--- src/rtl/ddr4_init_pkg.sv ---
// rtl/ddr4_init_pkg.sv - shared types and pin encodings for the DDR4 init sequencer
package ddr4_init_pkg;

  typedef enum logic [3:0] {
    ST_IDLE,
    ST_RST_LOW,
    ST_CKE_WAIT,
    ST_XPR_WAIT,
    ST_MRS_ISSUE,
    ST_MRS_WAIT,
    ST_ZQ_ISSUE,
    ST_ZQ_WAIT,
    ST_DONE
  } state_e;

  typedef struct packed {
    logic cs_n;
    logic act_n;
    logic ras_n;
    logic cas_n;
    logic we_n;
  } cmd_pins_t;

  localparam cmd_pins_t CMD_DES = cmd_pins_t'(5'b11111);
  localparam cmd_pins_t CMD_MRS = cmd_pins_t'(5'b01000);
  localparam cmd_pins_t CMD_ZQCL = cmd_pins_t'(5'b01110);

  localparam int ZQ_LONG_BIT = 10;

  // Entry 0 is issued first: MR3, MR6, MR5, MR4, MR2, MR1, MR0
  localparam logic [6:0][2:0] MR_ORDER = {3'd0, 3'd1, 3'd2, 3'd4, 3'd5, 3'd6, 3'd3};

  function automatic int max_of6(input int a, input int b, input int c,
                                 input int d, input int e, input int f);
    int m;
    m = a;
    if (b > m) m = b;
    if (c > m) m = c;
    if (d > m) m = d;
    if (e > m) m = e;
    if (f > m) m = f;
    return m;
  endfunction

endpackage

--- src/rtl/ddr4_wait_timer.sv ---
// rtl/ddr4_wait_timer.sv - loadable down-counter that flags expiry at zero
module ddr4_wait_timer #(
  parameter int W = 8
) (
  input  logic         clk,
  input  logic         rstn,
  input  logic         load_i,
  input  logic [W-1:0] load_val_i,
  output logic         expired_o
);

  logic [W-1:0] cnt_q;

  always_ff @(posedge clk or negedge rstn) begin
    if (!rstn) begin
      cnt_q <= '0;
    end else if (load_i) begin
      cnt_q <= load_val_i;
    end else if (cnt_q != '0) begin
      cnt_q <= cnt_q - 1'b1;
    end
  end

  assign expired_o = (cnt_q == '0);

endmodule

--- src/rtl/ddr4_init_seq.sv ---
// rtl/ddr4_init_seq.sv - DDR4 reset, CKE, mode-register and ZQCL power-up sequencer
module ddr4_init_seq
  import ddr4_init_pkg::*;
#(
  parameter int          T_RESET  = 200,
  parameter int          T_STAB   = 500,
  parameter int          T_XPR    = 10,
  parameter int          T_MRD    = 8,
  parameter int          T_MOD    = 24,
  parameter int          T_ZQINIT = 1024,
  parameter logic [13:0] MR0_VAL  = 14'h0000,
  parameter logic [13:0] MR1_VAL  = 14'h0000,
  parameter logic [13:0] MR2_VAL  = 14'h0000,
  parameter logic [13:0] MR3_VAL  = 14'h0000,
  parameter logic [13:0] MR4_VAL  = 14'h0000,
  parameter logic [13:0] MR5_VAL  = 14'h0000,
  parameter logic [13:0] MR6_VAL  = 14'h0000
) (
  input  logic        clk,
  input  logic        rstn,
  input  logic        start_i,
  output logic        busy_o,
  output logic        done_o,
  output logic        reset_n_o,
  output logic        cke_o,
  output logic        cs_n_o,
  output logic        act_n_o,
  output logic        ras_n_a16_o,
  output logic        cas_n_a15_o,
  output logic        we_n_a14_o,
  output logic        bg_o,
  output logic [1:0]  ba_o,
  output logic [13:0] addr_o,
  output logic        addr_17_o,
  output logic        odt_o
);

  localparam int CW = $clog2(max_of6(T_RESET, T_STAB, T_XPR, T_MRD, T_MOD, T_ZQINIT) + 1);

  state_e      state_q;
  cmd_pins_t   cmd_q;
  logic [2:0]  mr_idx_q;
  logic        busy_q, done_q, reset_n_q, cke_q, bg_q;
  logic [1:0]  ba_q;
  logic [13:0] addr_q;

  logic          tmr_load, tmr_expired;
  logic [CW-1:0] tmr_val;
  logic [2:0]    next_idx, next_mr;

  function automatic logic [13:0] mr_val(input logic [2:0] n);
    case (n)
      3'd0:    return MR0_VAL;
      3'd1:    return MR1_VAL;
      3'd2:    return MR2_VAL;
      3'd3:    return MR3_VAL;
      3'd4:    return MR4_VAL;
      3'd5:    return MR5_VAL;
      3'd6:    return MR6_VAL;
      default: return 14'h0000;
    endcase
  endfunction

  // The timer reloads on every state-advancing edge with the wait that follows it
  always_comb begin
    tmr_load = 1'b0;
    tmr_val  = '0;
    next_idx = (state_q == ST_XPR_WAIT) ? 3'd0 : mr_idx_q + 3'd1;
    next_mr  = MR_ORDER[next_idx];
    case (state_q)
      ST_IDLE, ST_DONE: begin
        tmr_load = start_i;
        tmr_val  = CW'(T_RESET - 1);
      end
      ST_RST_LOW: begin
        tmr_load = tmr_expired;
        tmr_val  = CW'(T_STAB - 1);
      end
      ST_CKE_WAIT: begin
        tmr_load = tmr_expired;
        tmr_val  = CW'(T_XPR - 1);
      end
      ST_XPR_WAIT: begin
        tmr_load = tmr_expired;
        tmr_val  = CW'(T_MRD - 1);
      end
      ST_MRS_ISSUE, ST_MRS_WAIT: begin
        tmr_load = tmr_expired;
        if (mr_idx_q == 3'd6)      tmr_val = CW'(T_ZQINIT - 1);
        else if (next_mr == 3'd0)  tmr_val = CW'(T_MOD - 1);
        else                       tmr_val = CW'(T_MRD - 1);
      end
      default: ;
    endcase
  end

  ddr4_wait_timer #(.W(CW)) u_timer (
    .clk        (clk),
    .rstn       (rstn),
    .load_i     (tmr_load),
    .load_val_i (tmr_val),
    .expired_o  (tmr_expired)
  );

  always_ff @(posedge clk or negedge rstn) begin
    if (!rstn) begin
      state_q   <= ST_IDLE;
      cmd_q     <= CMD_DES;
      mr_idx_q  <= '0;
      busy_q    <= 1'b0;
      done_q    <= 1'b0;
      reset_n_q <= 1'b0;
      cke_q     <= 1'b0;
      bg_q      <= 1'b0;
      ba_q      <= '0;
      addr_q    <= '0;
    end else begin
      cmd_q  <= CMD_DES;
      bg_q   <= 1'b0;
      ba_q   <= '0;
      addr_q <= '0;
      case (state_q)
        ST_IDLE, ST_DONE: if (start_i) begin
          state_q   <= ST_RST_LOW;
          busy_q    <= 1'b1;
          done_q    <= 1'b0;
          reset_n_q <= 1'b0;
          cke_q     <= 1'b0;
          mr_idx_q  <= '0;
        end
        ST_RST_LOW: if (tmr_expired) begin
          state_q   <= ST_CKE_WAIT;
          reset_n_q <= 1'b1;
        end
        ST_CKE_WAIT: if (tmr_expired) begin
          state_q <= ST_XPR_WAIT;
          cke_q   <= 1'b1;
        end
        ST_XPR_WAIT, ST_MRS_ISSUE, ST_MRS_WAIT: begin
          if (tmr_expired && state_q != ST_XPR_WAIT && mr_idx_q == 3'd6) begin
            state_q             <= ST_ZQ_ISSUE;
            cmd_q               <= CMD_ZQCL;
            addr_q[ZQ_LONG_BIT] <= 1'b1;
          end else if (tmr_expired) begin
            state_q  <= ST_MRS_ISSUE;
            cmd_q    <= CMD_MRS;
            mr_idx_q <= next_idx;
            bg_q     <= next_mr[2];
            ba_q     <= next_mr[1:0];
            addr_q   <= mr_val(next_mr);
          end else if (state_q != ST_XPR_WAIT) begin
            state_q <= ST_MRS_WAIT;
          end
        end
        ST_ZQ_ISSUE, ST_ZQ_WAIT: begin
          if (tmr_expired) begin
            state_q <= ST_DONE;
            busy_q  <= 1'b0;
            done_q  <= 1'b1;
          end else begin
            state_q <= ST_ZQ_WAIT;
          end
        end
        default: state_q <= ST_IDLE;
      endcase
    end
  end

  assign busy_o      = busy_q;
  assign done_o      = done_q;
  assign reset_n_o   = reset_n_q;
  assign cke_o       = cke_q;
  assign cs_n_o      = cmd_q.cs_n;
  assign act_n_o     = cmd_q.act_n;
  assign ras_n_a16_o = cmd_q.ras_n;
  assign cas_n_a15_o = cmd_q.cas_n;
  assign we_n_a14_o  = cmd_q.we_n;
  assign bg_o        = bg_q;
  assign ba_o        = ba_q;
  assign addr_o      = addr_q;
  assign addr_17_o   = 1'b0;
  assign odt_o       = 1'b0;

endmodule

--- config.mk ---
export PLATFORM = sky130hd
export DESIGN_NAME = ddr4_init_seq
export DESIGN_NICKNAME = d
export VERILOG_FILES = /design/src/rtl/ddr4_init_pkg.sv /design/src/rtl/ddr4_wait_timer.sv /design/src/rtl/ddr4_init_seq.sv
export SDC_FILE = /design/constraint.sdc
export NUM_CORES = 1
export LEC_CHECK = 0
export CAP_MARGIN = 5
export CORE_ASPECT_RATIO = 1.25
export CORE_UTILIZATION = 47
export DETAILED_ROUTE_END_ITERATION = 16
export PLACE_DENSITY = 0.77
export RECOVER_POWER = 50
export SLEW_MARGIN = 10
export SYNTH_ARGS = -nofsm -noshare
export SYNTH_HDL_FRONTEND = slang
export SYNTH_SLANG_ARGS = --single-unit
export TNS_END_PERCENT = 30
--- constraint.sdc ---
create_clock -name clk -period 2.33 [get_ports clk]
set_input_delay 0.3495 -clock clk [delete_from_list [all_inputs] [get_ports clk]]
set_output_delay 0.3495 -clock clk [all_outputs]
set_load 0.02 [all_outputs]
## After elaboration in Yosys (flattened, before gate mapping)

Memory sizes are Yosys's and may differ from the RTL's.
Index checks and enable logic that the tools add are counted.

- $add $sub $neg: 2
- Magnitude comparators: 1
- Eq/ne operators: 17
- Multiplexer cells: 39
- Reductions and logical operators: 21

Operators with widths:

| kind | number |
|---|---|
| case mux 10 bit (5 select lines) | 1 |
| two-way mux 11 bit | 3 |
| two-way mux 4 bit | 7 |
| two-way mux 5 bit | 4 |
| case mux 4 bit (5 select lines) | 1 |
| equality test 4 x 3 -> 1 bit, second input constant | 4 |
| two-way mux 3 bit | 5 |
| inequality test 2 bit, second input constant | 6 |
| zero test 11 bit | 1 |
| nonzero test 11 bit | 1 |
| subtractor 11 x 1 -> 11 bit, second input constant | 1 |
| two-way mux 10 bit | 1 |
| case mux 1 bit (2 select lines) | 5 |
| nonzero test 2 bit | 5 |
| AND reduction 3 bit | 3 |
| equality test 4 x 2 -> 1 bit, second input constant | 2 |
| two-way mux 1 bit | 8 |
| AND reduction 4 bit | 2 |
| two-way mux 2 bit | 3 |
| case mux 3 bit (2 select lines) | 1 |
| OR reduction 2 bit | 3 |
| OR reduction 5 bit | 1 |
| equality test 4 x 1 -> 1 bit, second input constant | 1 |
| equality test 4 bit, second input constant | 1 |
| 9 further kinds | 10 |

- Register bits after elaboration: 44
- Bits in read-only memories: 24
- Bits of input ports: 3
- Output and inout port bits: 28
- Logic and storage cells: 96
- Memories kept: 1

Memory list:

| name | depth | bits a word | read ports | clocked after Yosys merged registers in | wr ports | RTL line | RTL |
|---|---|---|---|---|---|---|---|
| (name not given) | 8 | 3 | 1 | 0 | 0 | ddr4_init_seq.sv:69 | `next_mr = MR_ORDER[next_idx];` |

## Longest topological paths before layout

Gate-level depths: netlist of the first run.

- Word-level depth: 9
- Depth in mapped cells: 8
- Mapped depth without buffers: 7

## Hierarchy

From an unflattened synthesis of the first run, not the netlist that was laid out.

- Cell total of the unflattened synthesis: 210
- Area, all modules: 1,821.7 µm²

Modules (own cells, without submodules):

| module | instances | cells an instance | area an instance (µm²) | sequential area each (µm²) |
|---|---|---|---|---|
| ddr4_init_seq | 1 | 142 | 1,147.4 | 427.9 |
| ddr4_wait_timer | 1 | 68 | 674.4 | 275.3 |

## Least setup slack after synthesis of the first run

No wires, ideal clock.

- Path kind: reg2reg
- Start: reg u_timer.cnt_q[0]
- End: reg mr_idx_q[1]
- Setup time: 0.125 ns
- Data arrival time: 2.247 ns
- Data required time: 2.205 ns
- Setup slack: -0.042 ns
- Cell stages (with the launch flop): 9
- Path buffers: 1
- Clock period less this slack: 2.372 ns
- Path through: dfrtp_1 inv_1 ha_1 or4b_1 or3_4 buf_6 mux2i_1 and2_4 mux2_4

- Word-level cells in the longest chain between the ends: 5
- Elaborated cells between the ends (all ways): 6
- Those cells by class: 2 x eq/ne; 4 x reduce/logical

RTL lines:

| what | RTL line | RTL |
|---|---|---|
| start, declared | ddr4_wait_timer.sv:12 | `logic [W-1:0] cnt_q;` |
| start signal, assigned | ddr4_wait_timer.sv:18 | `cnt_q <= load_val_i;` |
| start signal, assigned | ddr4_wait_timer.sv:20 | `cnt_q <= cnt_q - 1'b1;` |
| zero test 11 bit * | ddr4_wait_timer.sv:24 | `assign expired_o = (cnt_q == '0);` |
| logical AND 1 bit (2 in series) | ddr4_init_seq.sv:140 | `if (tmr_expired && state_q != ST_XPR_WAIT && mr_idx_q == 3'd6) begin` |
| inequality test 2 bit (no line) | n/a |  |
| AND reduction 4 bit (no line) * | n/a |  |
| end signal, assigned | ddr4_init_seq.sv:147 | `mr_idx_q <= next_idx;` |
| end, declared | ddr4_init_seq.sv:42 | `logic [2:0] mr_idx_q;` |

Mark *: on every way between the ends. The rest lies on a longest branch, timed or not.
A chain may end at the register's enable or synchronous reset.

## Final worst setup path of the first run

- Start: reg u_timer.cnt_q[0]
- End: reg mr_idx_q[2]

Same word-level chain as after synthesis.

==> summary.md, run 1 <==
| Metric | Value |
|---|---|
| Status | `complete, but fails checks` |
| Failing checks | `max-capacitance violations` |
| End of the critical path | `mr_idx_q[2]` |
| Clock Pin Slew Worst Setup and Hold Paths | `around 100 ps` |
| Top_reg_cell synth | `dfrtp_1` |
| Register area | `703 um^2` |
| Die area | `between 3000 and 4000 um^2` |
| Fmax | `between 400 and 500 MHz` |
| Worst Path Max Fanout | `5` |
| Overall power | `1.98 mW` |
| DRC | `0` |
| First-pass GRT wire length | `around 5900 um` |
| Clock Skews | `4.48 ps` |
| Setup CP Type | `reg2reg` |
| Ys Warns | `0` |
| Die height | `~70 um` |
| Synth Register Bits | `28` |
| Via/cell ratio | `5.50` |
| Vias | `1,369` |
| Period minus WS final | `2300 ps` |
| Clk_lat worst skew | `280 ps` |
| Maximum buffer depth of the clock tree | `2` |
| Wire length per cell | `14.2 um` |
| Starting Density | `0.495` |
| Worst reg2reg path startpoint | `u_timer.cnt_q[0]` |
| Total grt overflow | `0` |
| Sequential fraction of the synthesis area | `0.408` |
| Critical Path End Type | `register` |
| Power share of the combinational group | `0.479` |
| Dpl cells | `240` |
| Vias in the first global route | `1,316` |
| CTS Sinks | `28` |
| Max-slew violation count | `0` |
| Internal | `1.21 mW` |
| Switch Pwr | `768 uW` |
| Reg-to-reg setup timing slack | `30 ps` |
| Cells after synthesis | `181` |
| Initial antenna violation count | `0` |
| CP Launch Type | `register` |
| Antenna Diode Count | `0` |
| Filler Cells Inserted | `311` |
| Netlist cell types | `51` |
| RR Endpoint | `mr_idx_q[2]` |
| Rows | `24` |
| Core region area | `~3500 um^2` |
| All-Layer GR Usage | `0.192` |
| Req. time, crit path | `2500 ps` |
| Period utilization | `0.988` |
| Final setup vio count | `0` |
| Asr flop ratio synth | `1.00` |
| Number of synthesized flops with an enable pin | `0` |
| CTS Buf Count | `3` |
| Max Cap Viol | `1` |
| Die W | `56.2 um` |
| Sw Ratio | `0.388` |
| I/O pins | `31` |
| Area delta synth->final | `18.3%` |
| Unrepaired setup endpoints after global routing | `true` |
| Drt initial violations | `41` |
| CP startpoint | `u_timer.cnt_q[0]` |
| Slew HR | `0.00172` |
| Worst reg-to-reg path cell count | `7` |
| Gp weighted congestion | `approximately 0.9` |
| Sequential power share | `0.365` |
| Synthesized area per cell | `9.53 um^2` |
| Final HPWL DP | `2590 um` |
| Mapped Area | `around 1700 um^2` |
| Clock share of power | `0.155` |
| Hold Path Class | `reg2reg` |
| Final Non-Filler Cells | `around 250` |
| LEAKAGE | `0.902 nW` |
| Least-Margin Pin Slew | `around 1500 ps` |
| Port Buffers | `14` |
| CTS tree | `built` |
| Footprint of the multi-input gates | `882 um^2` |
| Power Dens Cells | `about 970 nW/um^2` |
| Largest net degree at the start of global routing | `29` |
| Nets@finish | `218` |
| Share of cells above drive strength 1 | `0.238` |
| Drt first pass iters | `4` |
| Final Util | `0.585` |
| H-tree depth | `1` |
| Antenna Violating Nets Remaining | `0` |
| WL final | `around 3500 um` |
| Clock Tree Root | `clkbuf_8` |
| Final Hold Viols | `0` |
| CP Data Arrival Time | `2470 ps` |
| Maximum VDD drop | `0.574 mV` |
how the worst min path moves through the flow:
stage / slack, ps / startpoint / cells past startpoint / to
final: 480 / busy_o / 2 / busy_o
after global routing: 510 / busy_o / 2 / busy_o
after CTS: 450 / rstn / 2 / u_timer.cnt_q[0]
after detailed placement: 480 / busy_o / 2 / busy_o
after global placement: 460 / busy_o / 2 / busy_o
after floorplan: 50 / rstn / 0 / addr_o[10]
synthesized netlist by cell type (3+ instances only):
| master | instances | area, um^2 |
|---|---|---|
| nor3_1 | 5 | 25.0 |
| o21bai_1 | 3 | 22.5 |
| clkbuf_1 | 6 | 22.5 |
| ha_1 | 4 | 50.1 |
| nor3b_1 | 3 | 22.5 |
| nor2_1 | 13 | 48.8 |
| dfrtp_1 | 26 | 651 |
| nand3_1 | 5 | 25.0 |
| inv_1 | 7 | 26.3 |
| buf_4 | 18 | 135 |
| xor2_1 | 4 | 35.0 |
| o21ai_0 | 6 | 30.0 |
| xnor2_1 | 6 | 52.6 |
| nand2_1 | 11 | 41.3 |
| a21oi_1 | 13 | 65.1 |
| a211oi_1 | 4 | 30.0 |
power by group through the flow:
stage | registers [mW] | clock network (mW) | logic (mW)
floorplan | 0.712 | 0 | 0.640
global placement | 0.725 | 0 | 0.842
detailed placement | 0.726 | 0 | 0.854
CTS | 0.719 | 0.308 | 0.855
global route | 0.747 | 0.331 | 1.05
finish | 0.724 | 0.308 | 0.950
per-layer routing:
layer | up-vias | wire (um) | GRT usage
met5 | - | 0 | 0
met4 | 0 | 72 | 0.0786
met3 | 9 | 107 | 0.0280
met2 | 43 | 1840 | 0.331
met1 | 662 | 1520 | 0.239
li1 | 655 | - | -
through the flow:
| step | hold WS (ps) | setup TNS [ps] | cell area, um^2 | setup slack [ps] |
|---|---|---|---|---|
| after detailed placement | 476 | -134 | 1930 | -49.9 |
| after CTS | 447 | 0 | 1980 | 19.7 |
| after floorplan | 53.9 | 0 | 1780 | 9.93 |
| after global placement | 459 | -13.0 | 1930 | -9.86 |
| after global routing | 509 | -15.7 | 2040 | -9.93 |
| final | 480 | 0 | 2040 | 29.0 |
state kept, by name, summed over array words and instances (netlist names):
register       count
addr_o             1
ba_o               2
bg_o               1
busy_o             1
cas_n_a15_o        1
cke_o              1
cs_n_o             1
done_o             1
mr_idx_q           3
reset_n_o          1
state_q            4
u_timer.cnt_q     11
layout make-up:
cell class	count	area share
tap	39	0.0239
inverter	7	0.0129
timing repair buffer	39	0.159
clock buffer	4	0.0270
multi-input combinational	132	0.433
sequential	28	0.345
worst max-delay path, cell delays in order (launching register included):
cell	delay, ps
dfrtp_1	420
inv_2	100
ha_4	130
or4b_4	450
or3_4	390
mux2i_2	210
and2_4	200
mux2_4	300
placed cells by master (no fill, tap or decap), types with 3 or more instances in the layout:
master           synthesis  layout
a211oi_1                 4       4
a21oi_1                 13      13
buf_4                   18      24
clkbuf_8                 0       4
clkdlybuf4s50_1          0       8
conb_1                   2      16
dfrtp_1                 26      26
dlygate4sd3_1            0       6
ha_1                     4       3
inv_1                    7       5
nand2_1                 11      11
nand3_1                  5       5
nor2_1                  13      13
nor3_1                   5       5
nor3b_1                  3       3
o21ai_0                  6       6
o21bai_1                 3       3
xnor2_1                  6       6
xor2_1                   4       4
cell families (layout without fill, tap and decap cells):
kind of cell,count (synthesis),after routing,synth area share
XOR/XNOR,10,10,0.0508
multiplexers,4,4,0.0298
buffers and inverters,35,50,0.126
flip-flops,28,28,0.408
AO/OA/AOI/OAI,39,39,0.149
other,2,16,0.00436
AND/OR/NAND/NOR,59,59,0.204
adder cells (fa/ha/maj),4,4,0.0290
timing repair:
item                       CTS  global route
setup endpoints to repair    0             9
setup buffers                0             5
hold buffers                 0             0
gates resized for setup      0             7
Note: power is estimated with default switching activity, not from simulation.
==> inputs of run 2 (changes only) <==
--- a/config.mk
+++ b/config.mk
@@ -9,6 +9,7 @@
 export CORE_ASPECT_RATIO = 1.25
 export CORE_UTILIZATION = 47
 export DETAILED_ROUTE_END_ITERATION = 16
+export MAX_ROUTING_LAYER = met4
 export PLACE_DENSITY = 0.77
 export RECOVER_POWER = 50
 export SLEW_MARGIN = 10
==> results of run 2 <==
No change in the layout: final DEF, timing and power equal those of run 1.
Among the figures that moved: final weighted congestion in routability-driven placement 0.897 -> 0.912; overall routing resource usage 0.192 -> 0.198
==> inputs of run 3 (changes only) <==
--- a/config.mk
+++ b/config.mk
@@ -12,6 +12,7 @@
 export MAX_ROUTING_LAYER = met4
 export PLACE_DENSITY = 0.77
 export RECOVER_POWER = 50
+export SETUP_SLACK_MARGIN = 0.15
 export SLEW_MARGIN = 10
 export SYNTH_ARGS = -nofsm -noshare
 export SYNTH_HDL_FRONTEND = slang
==> constraint.sdc (replaced) <==
create_clock -name clk -period 2.33 [get_ports clk]
set_input_delay 0.699 -clock clk [delete_from_list [all_inputs] [get_ports clk]]
set_output_delay 0.699 -clock clk [all_outputs]
set_load 0.02 [all_outputs]
==> summary.md, run 3 (same netlist as run 1, synthesis figures left out) <==
| Metric | Value |
|---|---|
| Fin Setup TNS | `0 ps` |
| Core region area | `3480 um^2` |
| CTS Buf Count | `3` |
| Maximum VDD drop | `0.749 mV` |
| Status | `finished clean` |
| Via/cell ratio | `roughly 5.5` |
| Max-slew violation count | `0` |
| Largest stage delay, worst path | `470 ps` |
| CTS tree | `built` |
| Overall power | `2.15 mW` |
| Antenna Violating Nets Remaining | `0` |
| Total grt overflow | `0` |
| Rows | `24` |
| Maximum buffer depth of the clock tree | `2` |
| Final Hold Viols | `0` |
| Unrepaired setup endpoints after global routing | `true` |
| Drt first pass iters | `4` |
| Initial antenna violation count | `0` |
| Die height | `69.7 um` |
| Gp weighted congestion | `a little under 0.9` |
| Power Dens Cells | `999 nW/um^2` |
| First-pass GRT wire length | `6050 um` |
| Worst Path Max Fanout | `4` |
| Final HPWL DP | `2560 um` |
| Antenna Diode Count | `0` |
| Vias in the first global route | `1,330` |
| Period minus WS final | `2280 ps` |
| Largest net degree at the start of global routing | `29` |
| Starting Density | `0.495` |
| Setup CP Type | `reg2reg` |
| WL final | `3740 um` |
| Clock Pin Slew Worst Setup and Hold Paths | `100 ps` |
| I/O pins | `31` |
| Most frequent cells in the layout | `dfrtp_1, buf_4, conb_1` |
| Max Cap Viol | `0` |
| CP Data Arrival Time | `2460 ps` |
| Clock Skews | `approximately 8.2 ps` |
| Crit-path slowest cell | `or4b_4` |
| Slew HR | `0.518` |
| Wire length per cell | `14.9 um` |
| All-Layer GR Usage | `0.198` |
| Critical Path End Type | `register` |
| Place WS | `-455 ps` |
| Hold Path Class | `reg2reg` |
| Final setup vio count | `0` |
| Least-Margin Pin Slew | `around 720 ps` |
| Leading cell type in the layout, fill and taps excluded | `dfrtp_1` |
| Area delta synth->final | `25.1%` |
| Period utilization | `0.979` |
| Req. time, crit path | `2510 ps` |
| Filler Cells Inserted | `between 200 and 300` |
| Clock Tree Root | `clkbuf_8` |
| Max FFs per register | `11` |
| Reg with most FFs | `u_timer.cnt_q` |
| Largest regs | `u_timer.cnt_q x11, state_q x4, mr_idx_q x3` |
| Final WS setup | `48.6 ps` |
| Die area | `3920 um^2` |
| Share of cells above drive strength 1 | `0.269` |
| Port Buffers | `14` |
| Drt initial violations | `79` |
| Hold Worst Slack | `479 ps` |
| LEAKAGE | `roughly 0.94 nW` |
| H-tree depth | `1` |
| Nets@finish | `220` |
| Fmax | `438 MHz` |
| DRC | `0` |
| CP Launch Type | `register` |
| CTS Sinks | `28` |
| Clk_lat worst skew | `~280 ps` |
| Die W | `56.2 um` |
| Vias | `~1,400` |
| Crit path cell chain | `inv_2, ha_4, or4b_4, or3_4, mux2i_4, and2_4, mux2_4` |
-- run 3: cell types whose count changed in the layout (fill, tap and decap cells not counted), moves of 2 or more --
cell             before  now
dlygate4sd3_1         6    1
a211oi_1              4    2
a211oi_2              0    2
buf_6                 0    3
buf_4                24   21
clkdlybuf4s50_1       8   12
-- run 3: cell type report --
| type | count | area, um^2 | share of cell area |
|---|---|---|---|
| Timing Repair Buffer | 41 | 347 | 0.161 |
| Tap cell | 39 | 48.8 | 0.0226 |
| Multi-Input combinational cell | 132 | 961 | 0.445 |
| Inverter | 7 | 26.3 | 0.0122 |
| Clock inverter | 1 | 30.0 | 0.0139 |
| Clock buffer | 3 | 41.3 | 0.0191 |
| Sequential cell | 28 | 703 | 0.326 |
-- run 3: worst max-delay path, delay by kind of cell (launching register included) --
kind	cells	cell delay, ps
fa+ha+maj	1	130
mux	2	490
simple gates	3	1060
flops	1	400
buf+inv	1	90
-- run 3: path summary, 6_finish.rpt --
path	slack (ps)	depth (start not counted)	start	end
max	50	7	u_timer.cnt_q[0]	mr_idx_q[2]
min	480	2	busy_o	busy_o
max reg2reg	50	7	u_timer.cnt_q[0]	mr_idx_q[2]
min reg2reg	480	2	busy_o	busy_o
max in group asynchronous	880	2	rstn	reset_n_o
min in group asynchronous	990	2	rstn	u_timer.cnt_q[2]
-- run 3: routing by layer --
layer  global-route usage  vias to the layer above  wire length, um
met2                0.325                       47             1960
met3               0.0205                       11              127
met5                    -                        -                0
met4               0.0786                        0               89
li1                     -                      662                -
met1                0.249                      672             1560
-- run 3: timing repair --
action | in CTS | in global routing
gates resized for setup | 9 | 16
pin swaps | 1 | 4
endpoints found under the setup margin | 13 | 14
endpoints found under the hold margin | 0 | 0
gates cloned | 0 | 0
buffers inserted | 3 | 5
hold buffers | 0 | 0
-- run 3: power by group --
| part | total [mW] | internal [mW] | switching (mW) |
|---|---|---|---|
| clock network | 0.390 | 0.230 | 0.160 |
| registers | 0.728 | 0.612 | 0.116 |
| logic | 1.04 | 0.481 | 0.555 |
-- run 3: through the flow --
step | cells | area [um^2] | util
after floorplan | 195 | 1780 | -
after global placement | 239 | 1920 | 0.552
after detailed placement | 239 | 1920 | 0.552
after CTS | 246 | 2050 | 0.589
after global routing | 251 | 2160 | 0.619
final | 251 | 2160 | 0.619
